==> src/rtl/mem_access.sv <==
// mem_access: MEM pipeline stage between the EX_MEM and MEM_WB registers.
//   Passes ALU results through for non-memory ops. Runs loads and stores against the
//   data RAM over a ready handshake, with byte/half/word lane alignment and load
//   sign/zero extension. Holds the upstream stages with o_stall while an access is
//   outstanding, and reports misalignment, illegal size and RAM timeout on o_memError.
// Ports:
//   clk, rst                 clock, synchronous active-high reset
//   i_memReadEnable/WriteEn  load / store request (both high = store)
//   i_memAddr, i_memSel      byte address; size [1:0] and zero-extend flag [2]
//   i_storeValue, i_result   store data; ALU result for non-memory ops
//   i_regDest, i_writeEnable destination register and write request
//   o_regDest, o_value,      writeback information towards MEM_WB
//   o_writeEnable
//   o_ram*                   registered RAM request (enable, write, word address, lanes, data)
//   i_ramRData, i_ramReady   RAM read data and completion
//   o_stall, o_memError      upstream hold (combinational); one-cycle error pulse
module mem_access #(
    parameter int TIMEOUT   = 16,
    parameter int CNT_WIDTH = 4
) (
    input  logic        clk,
    input  logic        rst,
    input  logic        i_memReadEnable,
    input  logic        i_memWriteEnable,
    input  logic [31:0] i_memAddr,
    input  logic [2:0]  i_memSel,
    input  logic [31:0] i_storeValue,
    input  logic [31:0] i_result,
    input  logic [4:0]  i_regDest,
    input  logic        i_writeEnable,
    output logic [4:0]  o_regDest,
    output logic [31:0] o_value,
    output logic        o_writeEnable,
    output logic        o_ramEnable,
    output logic        o_ramWrite,
    output logic [31:0] o_ramAddr,
    output logic [3:0]  o_ramByteMask,
    output logic [31:0] o_ramWData,
    input  logic [31:0] i_ramRData,
    input  logic        i_ramReady,
    output logic        o_stall,
    output logic        o_memError
);

    typedef enum logic [1:0] {IDLE, BUSY, DONE} state_t;

    state_t               state_q, state_d;
    logic [CNT_WIDTH-1:0] cnt_q, cnt_d;
    logic                 timeout_q, timeout_d;
    logic [31:0]          rdata_q;

    logic is_mem, misaligned, issue, finish;

    // Byte-lane enables: bit 0 is the lowest byte address (little-endian).
    function automatic logic [3:0] lane_mask(input logic [1:0] size, input logic [1:0] a);
        case (size)
            2'b00:   lane_mask = 4'b0001 << a;
            2'b01:   lane_mask = 4'b0011 << a;
            default: lane_mask = 4'b1111;
        endcase
    endfunction

    // Store data is replicated across lanes so the RAM picks it up whatever the offset.
    function automatic logic [31:0] lane_data(input logic [1:0] size, input logic [31:0] v);
        case (size)
            2'b00:   lane_data = {4{v[7:0]}};
            2'b01:   lane_data = {2{v[15:0]}};
            default: lane_data = v;
        endcase
    endfunction

    function automatic logic [31:0] load_extract(input logic [31:0] rdata,
                                                 input logic [1:0]  a,
                                                 input logic [2:0]  sel);
        logic [31:0] shifted;
        logic        ext;
        shifted = rdata >> {a, 3'b000};
        case (sel[1:0])
            2'b00: begin
                ext          = ~sel[2] & shifted[7];
                load_extract = {{24{ext}}, shifted[7:0]};
            end
            2'b01: begin
                ext          = ~sel[2] & shifted[15];
                load_extract = {{16{ext}}, shifted[15:0]};
            end
            default: load_extract = rdata;
        endcase
    endfunction

    assign is_mem     = i_memReadEnable | i_memWriteEnable;
    assign misaligned = (i_memSel[1:0] == 2'b11) ||
                        (i_memSel[1:0] == 2'b01 && i_memAddr[0]) ||
                        (i_memSel[1:0] == 2'b10 && i_memAddr[1:0] != 2'b00);
    assign o_regDest  = i_regDest;

    always_comb begin
        state_d       = state_q;
        cnt_d         = cnt_q;
        timeout_d     = timeout_q;
        o_stall       = 1'b0;
        o_writeEnable = 1'b0;
        o_memError    = 1'b0;
        o_value       = i_result;
        issue         = 1'b0;
        finish        = 1'b0;
        case (state_q)
            IDLE: begin
                if (!is_mem) begin
                    o_writeEnable = i_writeEnable;
                end else if (misaligned) begin
                    o_memError = 1'b1;
                end else begin
                    o_stall   = 1'b1;
                    issue     = 1'b1;
                    cnt_d     = '0;
                    timeout_d = 1'b0;
                    state_d   = BUSY;
                end
            end
            BUSY: begin
                o_stall = 1'b1;
                if (i_ramReady) begin
                    finish  = 1'b1;
                    state_d = DONE;
                end else if (cnt_q == CNT_WIDTH'(TIMEOUT - 1)) begin
                    o_memError = 1'b1;
                    finish     = 1'b1;
                    timeout_d  = 1'b1;
                    state_d    = DONE;
                end else begin
                    cnt_d = cnt_q + CNT_WIDTH'(1);
                end
            end
            DONE: begin
                // Unconditional return to IDLE: the op still on the inputs is not reissued.
                state_d = IDLE;
                if (!i_memWriteEnable) begin
                    o_value       = load_extract(rdata_q, i_memAddr[1:0], i_memSel);
                    o_writeEnable = i_writeEnable & ~timeout_q;
                end
            end
            default: state_d = IDLE;
        endcase
        if (rst) begin
            o_stall       = 1'b0;
            o_writeEnable = 1'b0;
            o_memError    = 1'b0;
        end
    end

    always_ff @(posedge clk) begin
        if (rst) begin
            state_q       <= IDLE;
            cnt_q         <= '0;
            timeout_q     <= 1'b0;
            rdata_q       <= '0;
            o_ramEnable   <= 1'b0;
            o_ramWrite    <= 1'b0;
            o_ramAddr     <= '0;
            o_ramByteMask <= '0;
            o_ramWData    <= '0;
        end else begin
            state_q   <= state_d;
            cnt_q     <= cnt_d;
            timeout_q <= timeout_d;
            if (issue) begin
                o_ramEnable   <= 1'b1;
                o_ramWrite    <= i_memWriteEnable;
                o_ramAddr     <= {i_memAddr[31:2], 2'b00};
                o_ramByteMask <= lane_mask(i_memSel[1:0], i_memAddr[1:0]);
                o_ramWData    <= lane_data(i_memSel[1:0], i_storeValue);
            end
            if (finish) begin
                o_ramEnable <= 1'b0;
            end
            if (state_q == BUSY && i_ramReady) begin
                rdata_q <= i_ramRData;
            end
        end
    end

endmodule

==> config.mk <==
export PLATFORM = sky130hd
export DESIGN_NAME = mem_access
export DESIGN_NICKNAME = d
export VERILOG_FILES = /design/src/rtl/mem_access.sv
export SDC_FILE = /design/constraint.sdc
export NUM_CORES = 1
export LEC_CHECK = 0
export BUFFER_PORTS_ARGS = -buffer_cell sky130_fd_sc_hd__buf_2
export CAP_MARGIN = 30
export CORE_MARGIN = 2
export CORE_UTILIZATION = 47
export CTS_CLUSTER_DIAMETER = 30
export CTS_CLUSTER_SIZE = 10
export DETAILED_ROUTE_END_ITERATION = 12
export GPL_TIMING_DRIVEN = 1
export PLACE_DENSITY_LB_ADDON = 0.25
export SLEW_MARGIN = 20
export SYNTH_ARGS = -nofsm -noshare
export SYNTH_HDL_FRONTEND = slang
export SYNTH_SLANG_ARGS = --single-unit
export TNS_END_PERCENT = 1
==> constraint.sdc <==
create_clock -name clk -period 1.65 [get_ports clk]
set_clock_uncertainty 0.05 [all_clocks]
set_input_delay 0.0825 -clock clk [delete_from_list [all_inputs] [get_ports clk]]
set_output_delay 0.0825 -clock clk [all_outputs]
set_load 0.005 [all_outputs]
; ---- Word-level counts from Yosys, hierarchy flattened
; Cells that the tools add are included.
[totals]
reg_bits = 107
latchBits = 0
ramBits = 0
romBits = 0
inputBits = 142
output_inout_bits = 110
word_cells = 81
mem_count = 0
[op_classes]
addsub = 1
mul = 0
n_div = 0
magnitude_cmp = 0
n_eq_ne = 12
n_shift = 3
mux = 37
n_bitwise = 6
reduce_logical = 13
[op_table]
columns = operator, n
row1 = $pmux W32 S2, 2
row2 = $mux W32, 2
row3 = $shr A32 B5 Y16, 1
row4 = $mux W1, 18
row5 = $mux W4, 4
row6 = $pmux W4 S2, 2
row7 = $ne A2 B2 Y1 const B, 5
row8 = $reduce_and A5 Y1, 2
row9 = $mux W2, 4
row10 = $pmux W1 S2, 4
row11 = $eq A2 B2 Y1 const B, 3
row12 = $add A4 B1 Y4 const B, 1
row13 = $eq A2 B1 Y1 const B, 2
row14 = $eq A4 B4 Y1 const B, 1
row15 = $logic_not A2 Y1, 2
row16 = $pmux W2 S2, 1
row17 = $reduce_bool A2 Y1, 2
row18 = $shl A1 B2 Y4 const A, 1
row19 = $shl A2 B2 Y4 const A, 1
row20 = $and A1 B1 Y1, 3
row21 = $logic_and A1 B1 Y1, 3
row22 = $ne A3 B3 Y1 const B, 1
row23 = $reduce_and A3 Y1, 1
row24 = $logic_or A1 B1 Y1, 2
row25 = 3 further kinds, 4

; ---- Logic depth before layout (Yosys ltp)
; Gate-level depths: netlist of the first run.
[depth]
word_depth = 8
ltp_mapped = 7
mapped_depth_nobuf = 5

; ---- Worst setup path before layout of the first run
; OpenSTA, ideal clock, no wires.
[synth_timing]
kind = flip-flop to output port
from = register rdata_q[31]
to = output port o_value[21]
arrival_ns = 1.361
required_time_ns = 1.517
slack_ns = 0.156
path_stages_with_launch = 6
path_buffers = 1
cell_sequence = dfxtp_1 > mux4_2 > o211a_1 > o21ai_4 > buf_12 > nand3_2
[synth_between]
elab_chain_cells = 5
word_cells_on_any_way = 6
[synth_lines]
columns = element, line_no
row1 = from (decl), 50  ; logic [31:0] rdata_q;
row2 = from (signal assigned), 178  ; rdata_q <= i_ramRData;
row3 = $shr A32 B5 Y16 *, 77  ; shifted = rdata >> {a, 3'b000};
row4 = "$and A1 B1 Y1, on equally long branches", "84, 80"
row5 = $pmux W32 S2 *, 78  ; case (sel[1:0])
row6 = $mux W32 *, 138  ; if (!i_memWriteEnable) begin
row7 = $mux W32 *, 107  ; case (state_q)
row8 = to (decl), 32  ; output logic [31:0] o_value,
; Every way passes the cells marked *; elsewhere a longest branch is shown, timed or not.

; ---- Worst setup path in the final report of the first run
[layout_timing]
from = register rdata_q[31]
to = output port o_value[27]
; The elaborated chain is that of the path after synthesis.

==> impl_metrics.json, run 1 <==
{
  "syn_area_per_cell_um2": 7.564,
  "critical-path-top-delay-family": "multiplexers",
  "multi_input_area_mm2": 0.002850,
  "rows": 38,
  "finalCritPeriodShare_pct": 126.9,
  "grt_pass1_wl_um": 27800,
  "routedWlPerCell_um": 15.92,
  "crit_buf_inv": 2,
  "r2r-start": "state_q[0]",
  "max_stage_delay_ps": 480,
  "antenna_found_initial": 0,
  "powerDensity_mw_per_mm2": 736.2,
  "final_hold_viol_count": 0,
  "grt_setup_unrepaired": "true",
  "ys_warn_count": 0,
  "maxCapViolCount": 0,
  "cpMaxStageDelayCell": "mux4_2",
  "ff2ff_setup_slack_ps": 70,
  "path_depth": 6,
  "violations": "setup timing",
  "wl_um": 18330,
  "synth_edf_count": 0,
  "cp_max_fo": 16,
  "setup_viol_count_final": 32,
  "vias_per_cell": 5.295,
  "synthArstFlopShare_pct": 0,
  "cts.htree.levels": 3,
  "postSynthCellCount": 699,
  "post-place-ws_ps": -37.62,
  "die_x_um": 110.1,
  "cts_tree": "yes",
  "groute.usage.overall_pct": 29.33,
  "power.leakage_uw": 0.003614,
  "die_y_um": 110.1,
  "whs_path_depth": 3,
  "maxSlewViolCount": 0,
  "num_io_pins": 252,
  "busiest_layer": "met2",
  "r2r_end": "o_ramAddr[25]",
  "drc": 0,
  "fmax_mhz": 477.7,
  "min_to": "o_ramWData[17]",
  "grt-ovfl-total": 0,
  "final.setup.worst_slack_ps": -443.3,
  "cp.required_ps": 1520,
  "seq_area_mm2": 0.002157,
  "core_area_mm2": 0.01089,
  "reg2reg_depth": 6,
  "area_growth_syn_to_layout_pct": 47.92,
  "synthDistinctLibCells": 43,
  "status": "finished, violations left",
  "clk_pin_slew_ps": 110,
  "cts_root_buffer": "clkbuf_8",
  "max-slew-margin-rel_pct": 60.96,
  "synth_top_flop_cell": "dfxtp_1",
  "met3_usage_pct": 5.820,
  "ant_nets": 0,
  "drtIter0Drc": 479,
  "vdd_drop_max_mv": 0.5516,
  "worstPathCellList": "mux4_2 > o211a_1 > o21ai_4 > buf_12 > nand3_2 > buf_2",
  "clock_sinks": 107,
  "fill_cells": 842,
  "final_nets": 1150,
  "fin_crit_ps": 2093,
  "endpoint_kind": "output port",
  "synth-seq-area-share_pct": 40.51,
  "grt_max_degree": 49,
  "io_buffer_count": 239,
  "worst_pin_slew_ps": 584.5,
  "totalPowerFinal_uw": 5758,
  "met2_usage_pct": 51.18,
  "grt_pass1_vias": 5647,
  "hold_class": "in -> reg",
  "place_congestion": 0.9250,
  "startpoint_type": "flop",
  "finalSetupTns_ps": -9198,
  "path_class": "reg -> out",
  "dp_hpwl_um": 12320,
  "critPathArrivalTime_ps": 1960,
  "antenna_cells": 0,
  "drive_gt1_share_pct": 33.73,
  "start_util_pct": 48.56,
  "vias": 6094,
  "hp-start": "i_storeValue[17]",
  "cts_buffers": 9,
  "clock_latency_ps": 370,
  "met1_usage_pct": 36.15,
  "startpoint": "rdata_q[31]",
  "clock_path_buffers": 2,
  "die_area_mm2": 0.01211,
  "ys_seq_elements": 107,
  "syn_area_mm2": 0.005288,
  "dr.pass1.iters": 5
}
stage by stage:
| stage | hold slack (ps) | std cells | cell area, um^2 | util [%] |
|---|---|---|---|---|
| 2_1_floorplan | 168.5 | 700 | 5291 | - |
| 3_3_place_gp | 115.0 | 1054 | 6749 | 61.99 |
| 3_5_place_dp | 115.0 | 1054 | 6749 | 61.99 |
| 4_1_cts | 6.624 | 1151 | 7794 | 71.58 |
| 5_1_grt | 26.92 | 1151 | 7821 | 71.83 |
| 6_report | 10.05 | 1151 | 7821 | 71.83 |
placed cells by master, fill, tap and decap left out, types with 7 or more instances in the layout:
cell type,instances
clkbuf_8,9
nor3_1,9
nor2_1,39
nor2b_1,8
mux2i_1,23
dfxtp_1,95
a311oi_1,11
dlygate4sd3_1,82
buf_12,9
mux2_2,7
a221o_1,7
nand2_1,203
buf_2,238
a211oi_1,9
a21oi_1,91
o21ai_0,20
dfxtp_2,12
and2_1,10
nand3_2,10
buf_4,32
nand3_1,25
worst min-delay path, delay by kind of cell:
family	cells	cell delay, ps
AO/OA/AOI/OAI	1	90
multiplexers	1	120
buffers and inverters	1	100
metal layers:
layer,vias up,wire length (um),share of wire [%]
met2,267,9099,50
met3,32,1296,7.1
li1,2979,-,-
met1,2816,7566,41
met5,-,0,0
met4,0,367,2.0
what timing repair did:
action,4_1_cts,5_1_grt
hold endpoints to repair,82,0
buffers inserted,0,0
hold buffers,82,0
endpoints found under the setup margin,33,33
gates resized for setup,20,11
worst max-delay path by stage:
| stage | endpoint | slack (ps) |
|---|---|---|
| floorplan | o_value[21] | 160 |
| global placement | o_value[24] | -20 |
| detailed placement | o_value[24] | -40 |
| CTS | o_value[24] | -450 |
| global route | o_value[27] | -500 |
| finish | o_value[27] | -440 |
Yosys cell counts (2+ instances only):
master / instances / area (um^2)
dfxtp_1: 107 / 2142
a21oi_1: 92 / 460.4
buf_2: 21 / 105.1
o211a_1: 2 / 20.02
nand3_2: 10 / 100.1
nand2b_1: 3 / 18.77
nand3_1: 25 / 125.1
nor2b_1: 8 / 50.05
o22ai_1: 2 / 12.51
inv_1: 3 / 11.26
xor2_1: 3 / 26.28
a311oi_1: 11 / 96.34
nor2_1: 40 / 150.1
and2_1: 10 / 62.56
nor3_1: 11 / 55.05
a221o_1: 7 / 70.07
o21ai_0: 25 / 125.1
mux2_2: 7 / 78.83
clkbuf_1: 33 / 123.9
nand2_1: 204 / 765.7
o21bai_1: 6 / 45.04
buf_4: 9 / 67.56
a211oi_1: 9 / 67.56
a221oi_1: 6 / 52.55
mux2i_1: 27 / 270.3
power by group:
| part | switching, uW | leakage (uW) | internal (uW) |
|---|---|---|---|
| combinational | 683 | 0.00264 | 688 |
| clock | 974 | 0.0000930 | 574 |
| sequential | 94.0 | 0.000880 | 2740 |
cell families after synthesis:
family	Yosys count	synth area share (%)
buffers and inverters	69	6.484
and+or+nand+nor	316	25.96
other	1	0.07092
xor gates and xnor gates	3	0.4970
muxes	35	7.028
adders and majority gates	1	0.2366
AOI/OAI and AO/OA	167	19.21
DFF	107	40.51
sequential cells by signal, summed over array words and instances, names as in the netlist:
| signal | flops |
|---|---|
| o_ramEnable | 1 |
| o_ramWrite | 1 |
| state_q | 2 |
| o_ramWData | 32 |
| o_ramByteMask | 4 |
| o_ramAddr | 30 |
| cnt_q | 4 |
| timeout_q | 1 |
| rdata_q | 32 |
cell type report:
cell class | instances | area share, %
clock inverters | 6 | 0.7679
flip-flops and latches | 107 | 27.58
well taps | 140 | 2.240
clock buffers | 9 | 1.584
repair buffers | 362 | 31.24
multi-input cells | 524 | 36.44
inverters | 3 | 0.1440
Power figures use the tool's default switching activity.
==> inputs of run 2 (changes only) <==
--- a/config.mk
+++ b/config.mk
@@ -14,6 +14,7 @@
 export DETAILED_ROUTE_END_ITERATION = 12
 export GPL_TIMING_DRIVEN = 1
 export PLACE_DENSITY_LB_ADDON = 0.25
+export SETUP_SLACK_MARGIN = 0.15
 export SLEW_MARGIN = 20
 export SYNTH_ARGS = -nofsm -noshare
 export SYNTH_HDL_FRONTEND = slang
==> impl_metrics.json, run 2 (synthesis gave the netlist of run 1 again) <==
{
  "violations": "setup timing",
  "p_comb_share_pct": 25.1,
  "place_congestion": 0.9250,
  "grt-ovfl-total": 0,
  "grt_pass1_vias": 5660,
  "fin_crit_ps": 2108,
  "antenna_cells": 0,
  "finalNonFillerCells": 1151,
  "final_hold_viol_count": 0,
  "grt_pass1_wl_um": 27840,
  "finalCritPeriodShare_pct": 127.8,
  "critPathArrivalTime_ps": 1980,
  "endpoint_kind": "output port",
  "die_y_um": 110.1,
  "wl_um": 19040,
  "vias": 6189,
  "status": "finished, violations left",
  "power.leakage_uw": 0.003738,
  "cts_tree": "yes",
  "cp.required_ps": 1520,
  "multi_input_area_mm2": 0.003059,
  "hold_class": "in -> reg",
  "clock_path_buffers": 2,
  "fmax_mhz": 474.4,
  "layout_common_cells": "238 x buf_2, 187 x nand2_1, 94 x dfxtp_1, 82 x dlygate4sd3_1, 73 x a21oi_1",
  "dp_hpwl_um": 12320,
  "dp.cells": 1054,
  "antenna_found_initial": 0,
  "grt_setup_unrepaired": "true",
  "power_frac_seq_pct": 48.4,
  "drc": 0,
  "cp_max_fo": 16,
  "maxSlewViolCount": 0,
  "routedWlPerCell_um": 16.54,
  "setup_viol_count_final": 32,
  "clock_sinks": 107,
  "maxCapViolCount": 0,
  "vias_per_cell": 5.377,
  "seq_area_mm2": 0.002161,
  "cts_root_buffer": "clkbuf_8",
  "drtIter0Drc": 493,
  "start_util_pct": 48.56,
  "clk_pin_slew_ps": 110,
  "vdd_drop_max_mv": 0.5542,
  "core_area_mm2": 0.01089,
  "dr.pass1.iters": 7,
  "worst_pin_slew_ps": 561.7,
  "power_frac_clock_pct": 26.6,
  "mostFrequentLayoutCell": "buf_2",
  "fill_cells": 795,
  "rows": 38,
  "cts.htree.levels": 3,
  "grt_max_degree": 49,
  "path_class": "reg -> out",
  "num_io_pins": 252,
  "drive_gt1_share_pct": 37.69,
  "ant_nets": 0,
  "largestRegisters": "o_ramWData: 32 flops, rdata_q: 32 flops, o_ramAddr: 30 flops",
  "power.internal_uw": 4045,
  "io_buffer_count": 239,
  "die_x_um": 110.1,
  "area_growth_syn_to_layout_pct": 52.51,
  "powerDensity_mw_per_mm2": 728.7,
  "netSwitchingPower_uw": 1831,
  "die_area_mm2": 0.01211,
  "max-slew-margin-rel_pct": 62.48,
  "final_nets": 1150,
  "final.setup.worst_slack_ps": -458.1,
  "clock_latency_ps": 380,
  "groute.usage.overall_pct": 29.37,
  "startpoint_type": "flop",
  "cts_buffers": 9,
  "power_switching_share_pct": 31.16,
  "finalSetupTns_ps": -9542
}
## run 2: timing repair
action                                 CTS  global route
pin swaps                                1            38
hold buffers                            82             0
endpoints found under the hold margin   82             0
setup endpoints to repair               63            74
gates resized for setup                 22            74
setup buffers                            0             0
## run 2: through the flow
step / area (um^2) / total power [uW] / utilization [%] / hold WS, ps / setup slack (ps)
global route: 8064 / 6152 / 74.06 / 26.94 / -500.8
floorplan: 5291 / 3505 / - / 168.5 / 156.1
finish: 8064 / 5877 / 74.06 / 7.814 / -458.1
detailed placement: 6749 / 4074 / 61.99 / 115.0 / -37.62
global placement: 6749 / 4056 / 61.99 / 115.0 / -18.35
CTS: 7801 / 5750 / 71.65 / 6.624 / -453.2
## run 2: power groups by stage
stage	combinational, uW	clock (uW)	sequential [uW]
6_report	1470	1560	2840
5_1_grt	1610	1690	2860
4_1_cts	1350	1570	2840
3_5_place_dp	1180	0	2890
3_3_place_gp	1170	0	2890
2_1_floorplan	611	0	2890
## run 2: critical path, cell delays in order, from the launching register on
cell     delay (ps)
dfxtp_2         350
mux4_2          480
o211a_1         260
o21ai_4          80
buf_12          170
nand3_2         100
buf_2           140
## run 2: metal layers
| metal | vias to the layer above | track usage, % | routed length (um) |
|---|---|---|---|
| met5 | - | 0 | 0 |
| met1 | 2857 | 36.15 | 7579 |
| li1 | 2982 | - | - |
| met3 | 45 | 5.820 | 1428 |
| met2 | 305 | 51.18 | 9520 |
| met4 | 0 | 9.765 | 510 |
## run 2: worst paths after layout
check / from / endpoint / slack (ps) / cells after the start
min: i_storeValue[17] / o_ramWData[17] / 8 / 3
max reg2reg: state_q[0] / o_ramAddr[14] / 20 / 6
max: rdata_q[31] / o_value[24] / -460 / 6
min reg2reg: o_ramAddr[20] / o_ramAddr[20] / 410 / 2
## run 2: cell type report
class,instances,share of cell area [%]
timing repair buffer,362,30.67
clock inverter,6,0.7448
tap,140,2.172
sequential,107,26.80
clock buffer,9,1.536
multi-input combinational,524,37.94
inverter,3,0.1396
